===== config.mk =====
export PLATFORM = sky130hd
export DESIGN_NAME = keccak_out_piso
export DESIGN_NICKNAME = d
export VERILOG_FILES = /design/src/rtl/keccak_out_piso.sv
export SDC_FILE = /design/constraint.sdc
export NUM_CORES = 2
export LEC_CHECK = 0
export CORE_AREA = 5 5 542 544
export CTS_BUF_LIST = sky130_fd_sc_hd__clkbuf_2 sky130_fd_sc_hd__clkbuf_4 sky130_fd_sc_hd__clkbuf_8
export DETAILED_ROUTE_END_ITERATION = 12
export DIE_AREA = 0 0 547 549
export GPL_TIMING_DRIVEN = 1
export PLACE_DENSITY = 0.54
export SLEW_MARGIN = 20
export SYNTH_ARGS = -nofsm -noshare
export SYNTH_HDL_FRONTEND = slang
export SYNTH_SLANG_ARGS = --single-unit

===== constraint.sdc =====
create_clock -name clk -period 2.2 [get_ports clk]
set_clock_uncertainty 0.2 [all_clocks]
set_input_delay 0.22 -clock clk [delete_from_list [all_inputs] [get_ports clk]]
set_output_delay 0.22 -clock clk [all_outputs]
set_load 0.01 [all_outputs]

===== src/rtl/keccak_out_piso.sv =====
// Parallel-in/serial-out unloader for a squeezed Keccak rate block: emits up to
// WORDS words of W bits, LSW first. Optional build macro: KECCAK_PISO_BYTESWAP_EN.
module keccak_out_piso #(
  parameter int WORDS = 42,
  parameter int W     = 32
) (
  input  logic               clk,
  input  logic               rst,
  input  logic [WORDS*W-1:0] block_in,
  input  logic [10:0]        block_len,
  input  logic               block_valid,
  output logic               block_ready,
  input  logic               flush,
  output logic [W-1:0]       dout,
  output logic               dst_write,
  input  logic               dst_ready,
  output logic               last_out_word,
  output logic               busy
);

  typedef enum logic {
    ST_EMPTY  = 1'b0,
    ST_LOADED = 1'b1
  } state_t;

  localparam logic [10:0] WORDS_L = 11'(WORDS);

  state_t               r_state;
  state_t               w_state_nxt;
  logic [10:0]          r_count;
  logic [10:0]          w_count_nxt;
  logic [WORDS*W-1:0]   r_shift;
  logic [WORDS*W-1:0]   w_shift_nxt;
  logic [10:0]          w_len_clamp;
  logic                 w_last;
  logic                 w_take;
  logic                 w_ready;
  logic                 w_load;

  function automatic logic [W-1:0] byte_swap(input logic [W-1:0] d);
    logic [W-1:0] r;
    r = '0;
    for (int b = 0; b < W / 8; b++) begin
      r[8*b +: 8] = d[W-8-8*b +: 8];
    end
    return r;
  endfunction

  assign w_len_clamp = (block_len > WORDS_L) ? WORDS_L : block_len;
  assign w_last      = (r_state == ST_LOADED) && (r_count == 11'd1);
  assign w_take      = (r_state == ST_LOADED) && dst_ready;
  // Reload is allowed on the final-word handshake so blocks stream without a bubble.
  assign w_ready     = !flush && ((r_state == ST_EMPTY) || (w_last && dst_ready));
  assign w_load      = block_valid && w_ready;

  always_ff @(posedge clk or negedge rst) begin
    if (!rst) begin
      r_state <= ST_EMPTY;
      r_count <= 11'd0;
      r_shift <= '0;
    end else begin
      r_state <= w_state_nxt;
      r_count <= w_count_nxt;
      r_shift <= w_shift_nxt;
    end
  end

  always_comb begin
    w_state_nxt = r_state;
    w_count_nxt = r_count;
    w_shift_nxt = r_shift;
    if (flush) begin
      w_state_nxt = ST_EMPTY;
      w_count_nxt = 11'd0;
      w_shift_nxt = '0;
    end else if (w_load) begin
      // A zero-length block is consumed but leaves nothing to emit.
      w_shift_nxt = block_in;
      w_count_nxt = w_len_clamp;
      w_state_nxt = (w_len_clamp == 11'd0) ? ST_EMPTY : ST_LOADED;
    end else if (w_take) begin
      w_shift_nxt = r_shift >> W;
      if (w_last) begin
        w_state_nxt = ST_EMPTY;
        w_count_nxt = 11'd0;
      end else begin
        w_count_nxt = r_count - 11'd1;
      end
    end else begin
      w_state_nxt = r_state;
    end
  end

  assign block_ready   = w_ready;
  assign dst_write     = (r_state == ST_LOADED);
  assign last_out_word = w_last;
  assign busy          = (r_state == ST_LOADED);

`ifdef KECCAK_PISO_BYTESWAP_EN
  assign dout = byte_swap(r_shift[W-1:0]);
`else
  assign dout = r_shift[W-1:0];
`endif

endmodule

Word-level counts from Yosys, hierarchy flattened
Index checks and enable logic that the tools add are counted.
Word-level totals
  bits in registers: 1356
  input port bits: 1360
  output and inout bits: 36
  word-level logic and storage cells: 31
Cells by class
  $add $sub $neg: 1
  $lt $le $gt $ge: 1
  equal/unequal tests: 1
  multiplexer cells: 13
  bitwise gates (word level): 1
  reduce and logical (&&, ||, !) cells: 11
Operator list (count)
  $mux W1344: 3
  $mux W11: 5
  $eq A11 B1 Y1 const B: 1
  $gt A11 B6 Y1 const B: 1
  $logic_not A11 Y1: 1
  $sub A11 B1 Y11 const B: 1
  $reduce_bool A3 Y1: 2
  $logic_and A1 B1 Y1: 5
  $mux W1: 5
  $reduce_and A2 Y1: 1
  $logic_not A1 Y1: 1
  $logic_or A1 B1 Y1: 1
  $not A1 Y1: 1

Logic depth before layout (Yosys ltp)
  depth in word-level cells: 8
  mapped depth: 10
  depth with buffers taken out: 6

Worst setup path before layout
No wires, ideal clock.
  kind: register -> output
  start point: register r_count[1]
  end point: output port block_ready
  arrival time: 1.812 ns
  data required time: 1.780 ns
  slack: -0.032 ns
  stages on the path, launching flop included: 10
  buffers on the path: 4
  cells stage by stage: dfrtp_1 inv_1 ha_1 nor4b_2 a41oi_1 buf_2 buf_6 buf_6 buf_2 nor2_1
On the way
  longest elaborated chain between the ends: 5
Ends and longest elaborated chain
  from (decl): line 30  | logic [10:0] r_count;
  from (signal assigned): line 63  | r_count <= w_count_nxt;
  $eq A11 B1 Y1: line 50  | assign w_last = (r_state == ST_LOADED) && (r_count == 11'd1);
  $logic_and A1 B1 Y1: line 50
  $logic_and A1 B1 Y1: line 53  | assign w_ready = !flush && ((r_state == ST_EMPTY) || (w_last && dst_ready));
  $logic_or A1 B1 Y1: line 53
  $logic_and A1 B1 Y1: line 53
  to (decl): line 12  | output logic block_ready,
Every way passes these cells.

Worst setup path in the final report
  start point: register r_count[1]
  end point: register r_shift[647]
On the way
  longest elaborated chain between the ends: 8
  elaborated cells between the ends (all ways): 9
  those cells by class: eq/ne: 1; mux: 2; reduce/logical: 6
Ends and longest elaborated chain
  $eq A11 B1 Y1 *: line 50
  $logic_and A1 B1 Y1 *: line 50
  $logic_and A1 B1 Y1 *: line 53
  $logic_or A1 B1 Y1 *: line 53
  $logic_and A1 B1 Y1 *: line 53
  $logic_and A1 B1 Y1 *: line 54  | assign w_load = block_valid && w_ready;
  $mux W1344: line 76  | end else if (w_load) begin
  $mux W1344: line 72  | if (flush) begin
  to (signal assigned): line 64  | r_shift <= w_shift_nxt;
  to (decl): line 32  | logic [WORDS*W-1:0] r_shift;
Mark *: on every way between the ends. The rest lies on a longest branch, timed or not.
A chain may end at the register's enable or synchronous reset.

==> run_results.csv <==
group,metric,value,unit
hold_path,hold-path-cell-count,3,
timing,slew_headroom,53.7,%
clocking,h-tree-depth,5,
global_routing,antenna_found_initial,50,
global_routing,grt_start_max_net_pins,126,
critical_path,crit_type,"reg -> reg",
place,gp_congestion,0.954,
critical_path,critPathRequiredTime,2.79,ns
synthesis,synth-main-ff-cell,"dfrtp_1",
place,dpl.hpwl,294000,um
cells_and_area,fin_area,119000,um2
synthesis,synth_cells,7789,
clocking,clkLatencyLatePin,0.99,ns
die,die_area,300000,um2
timing,holdWs,0.0940,ns
hold_path,hold_class,"in -> reg",
clocking,cts_tree,"built",
timing,setup_viol,1374,
status,status,"finished with violations",
route,ant_nets,0,
synthesis,synth_cell_types,47,
route,wire_per_inst,28.1,um
die,placementRows,198,
timing,post-route-period-util,129,%
global_routing,track_usage,25.9,%
global_routing,grt_pass1_wl,583000,um
route,dr.pass1.iters,8,
timing,fmaxAchievable,352,MHz
cells_and_area,syn_to_final_growth,75.3,%
route,viasPerCell,5.54,
status,violations,"negative setup slack",
timing,worst_slew_pin_slew,0.695,ns
critical_path,setup.worst_path.end_class,"flip-flop",
clocking,clock_sinks,1356,
synthesis,netlist.area_leader.share,50.0,%
synthesis,ys_async_sr_fraction,100,%
synthesis,netlist_area,67800,um2
place,post_dp_cell_area,91700,um2
synthesis,syn_nets,9151,
critical_path,start_kind,"flip-flop",
place,placed_cells,13000,
synthesis,synthAdderAreaFrac,0.0369,%
timing,grt_setup_unrepaired,"yes",
global_routing,grt_pass1_vias,81600,
synthesis,syn_area_per_cell,8.71,um2
clocking,cts.clk_slew.worst_paths,0.07,ns
die,start_util,23.5,%
critical_path,path_max_fanout,13,
power,p_leak,46.7,nW
synthesis,synthMuxAreaShare,0.0314,%
cells_and_area,drive_gt1_share,19.1,%
place,portBuffers,1395,
die,io_pins,1396,
clocking,cts-root-buf,"clkbuf_8",
critical_path,rr_worst_depth,12,
clocking,clk_path_buf_depth,4,
global_routing,grt_overflow,0,
synthesis,synth_compound_area_share,41.9,%
synthesis,synth_top_family_by_area,"compound AO/OA/AOI/OAI gates",
route,drc,0,
route,drt_wl_total,420000,um
route,drt_iter0_drc,9541,
power,p_per_area,654,nW/um2
cells_and_area,fill_cells,27300,
timing,hold_viol,0,
route,vias,83000,
cells_and_area,stdcell_count,15000,
synthesis,synth-simple-area-share,0.386,%
synthesis,ys_ff_latch,1356,
power,irDropWorstVdd,0.403,mV
timing,finalCriticalPeriod,2.84,ns
clocking,cts-buffers-inserted,267,
critical_path,critPathArrivalTime,3.43,ns
die,fp.dieW,547,um
die,fp.coreArea,289000,um2
synthesis,synthTopCellsByArea,"dfrtp_1 50%, o21ai_0 19%, a31oi_1 12%",
cells_and_area,nets,12300,
synthesis,synth-xor-area-share,0.0387,%
synthesis,yosysTopAreaCell,"dfrtp_1",
synthesis,synth_edf_count,0,
die,die_h,549,um
synthesis,ys_warn_count,0,
timing,setup_slack,-0.639,ns
timing,report.final.slew_viol_count,0,
flow_run,cap_violations,0,
synthesis,ys_seq_area_share,50.0,%
-- report_power, final --
group          switching, mW  internal (mW)
clock network           12.4           15.1
registers               1.73           27.2
logic                   11.3           10.1
total                   25.4           52.4
-- metal layers --
| layer | global-route usage (%) | up-vias | routed length (um) |
|---|---|---|---|
| li1 | - | 36000 | - |
| met1 | 32.4 | 41000 | 163000 |
| met2 | 42.0 | 5029 | 194000 |
| met3 | 4.34 | 957 | 32300 |
| met4 | 16.0 | 22 | 30700 |
| met5 | 0 | - | 141 |
-- per-stage QoR --
step           setup WS [ns]  setup TNS [ns]  utilization [%]  total power, mW
6_report              -0.639         -594.14             41.1             77.8
5_1_grt               -0.749         -691.73             41.1             80.6
4_1_cts               -0.748         -652.73             40.0             76.8
3_5_place_dp          -0.758         -437.01             31.7             45.4
3_3_place_gp           -1.32         -428.17             31.7             45.3
2_1_floorplan         0.0344               0                -             35.3
-- cell usage in the layout (no fill, tap or decap), types with 4 or more instances in the layout --
master / instances
o21ai_0: 2401
clkdlybuf4s50_1: 1378
dfrtp_1: 1355
dlygate4sd3_1: 1343
a21oi_1: 1199
a31oi_1: 1130
buf_4: 799
clkbuf_8: 315
buf_12: 221
a31oi_4: 155
a21oi_2: 119
o21ai_1: 118
clkbuf_4: 100
o21ai_2: 79
buf_16: 68
buf_6: 59
diode_2: 38
buf_8: 37
a31oi_2: 33
o21ai_4: 32
a22o_1: 32
clkbuf_16: 30
bufbuf_16: 18
clkinv_2: 12
clkinvlp_4: 11
nand2_1: 10
nor2_1: 6
inv_8: 6
inv_6: 6
clkinv_8: 5
nand3_1: 4
o211ai_1: 4
-- final timing paths --
check	start	end	slack (ns)
setup / recovery	r_count[1]	r_shift[647]	-0.64
hold / removal	block_in[915]	r_shift[915]	0.09
setup reg to reg	r_count[1]	r_shift[647]	-0.64
hold reg to reg	r_shift[1342]	r_shift[1310]	0.27
max in group asynchronous	rst	r_shift[319]	0.41
min in group asynchronous	rst	r_shift[930]	0.48
-- cells in the mapped netlist, types with 2 or more instances --
cell,instances
buf_4,66
a22o_1,32
a41oi_1,2
inv_1,6
ha_1,2
o221ai_1,2
o31ai_1,2
nand3_1,4
o21ai_0,2624
nand2_1,11
buf_2,42
nor3_1,2
buf_6,108
dfrtp_1,1356
nor4_1,3
clkbuf_1,825
buf_1,11
xor2_1,2
a31oi_1,1318
nor2_1,7
o21ai_1,6
o211ai_1,4
clkbuf_2,10
nand4_1,2
a21oi_1,1318
nor2b_1,2
or3_1,2
-- cell type report --
cell class	count	area [um2]	share of cell area [%]
diodes	38	95.1	0.0800
flip-flops and latches	1356	33900	28.5
clock inverters	42	423	0.356
clock buffers	415	5090	4.28
repair buffers	3954	42100	35.4
multi-input cells	5365	32500	27.3
well taps	3800	4750	4.00
inverters	6	30.0	0.0253
-- what timing repair did --
| item | 4_1_cts | 5_1_grt |
|---|---|---|
| buffers inserted | 87 | 46 |
| hold buffers | 1342 | 2 |
| gates cloned | 62 | 38 |
| resized for setup | 520 | 604 |
| pin swaps | 159 | 127 |
| endpoints found under the hold margin | 2688 | 2 |
| setup endpoints to repair | 1376 | 1379 |
-- flip-flops by register name, indices dropped and copies added, names as in the netlist --
signal and flops:
r_count 11, busy 1, r_shift 1344
-- cell families (layout without fill, tap and decap cells) --
group / Yosys count / count (layout)
XOR/XNOR: 3 / 3
AO/OA/AOI/OAI: 5315 / 5315
multiplexers: 2 / 2
AND/OR/NAND/NOR: 43 / 43
buffers and inverters: 1068 / 4417
flip-flops: 1356 / 1356
other: 0 / 38
adder cells (fa/ha/maj): 2 / 2
-- critical path, cell delays in order, from the launching register on --
cell	delay [ns]
dfrtp_1	0.40
inv_2	0.09
ha_4	0.12
nor4b_4	0.20
buf_4	0.17
a41oi_4	0.11
buf_4	0.18
buf_16	0.17
buf_16	0.17
buf_4	0.17
buf_12	0.14
o21ai_0	0.36
a21oi_1	0.11
(Power assumes the default switching activity.)
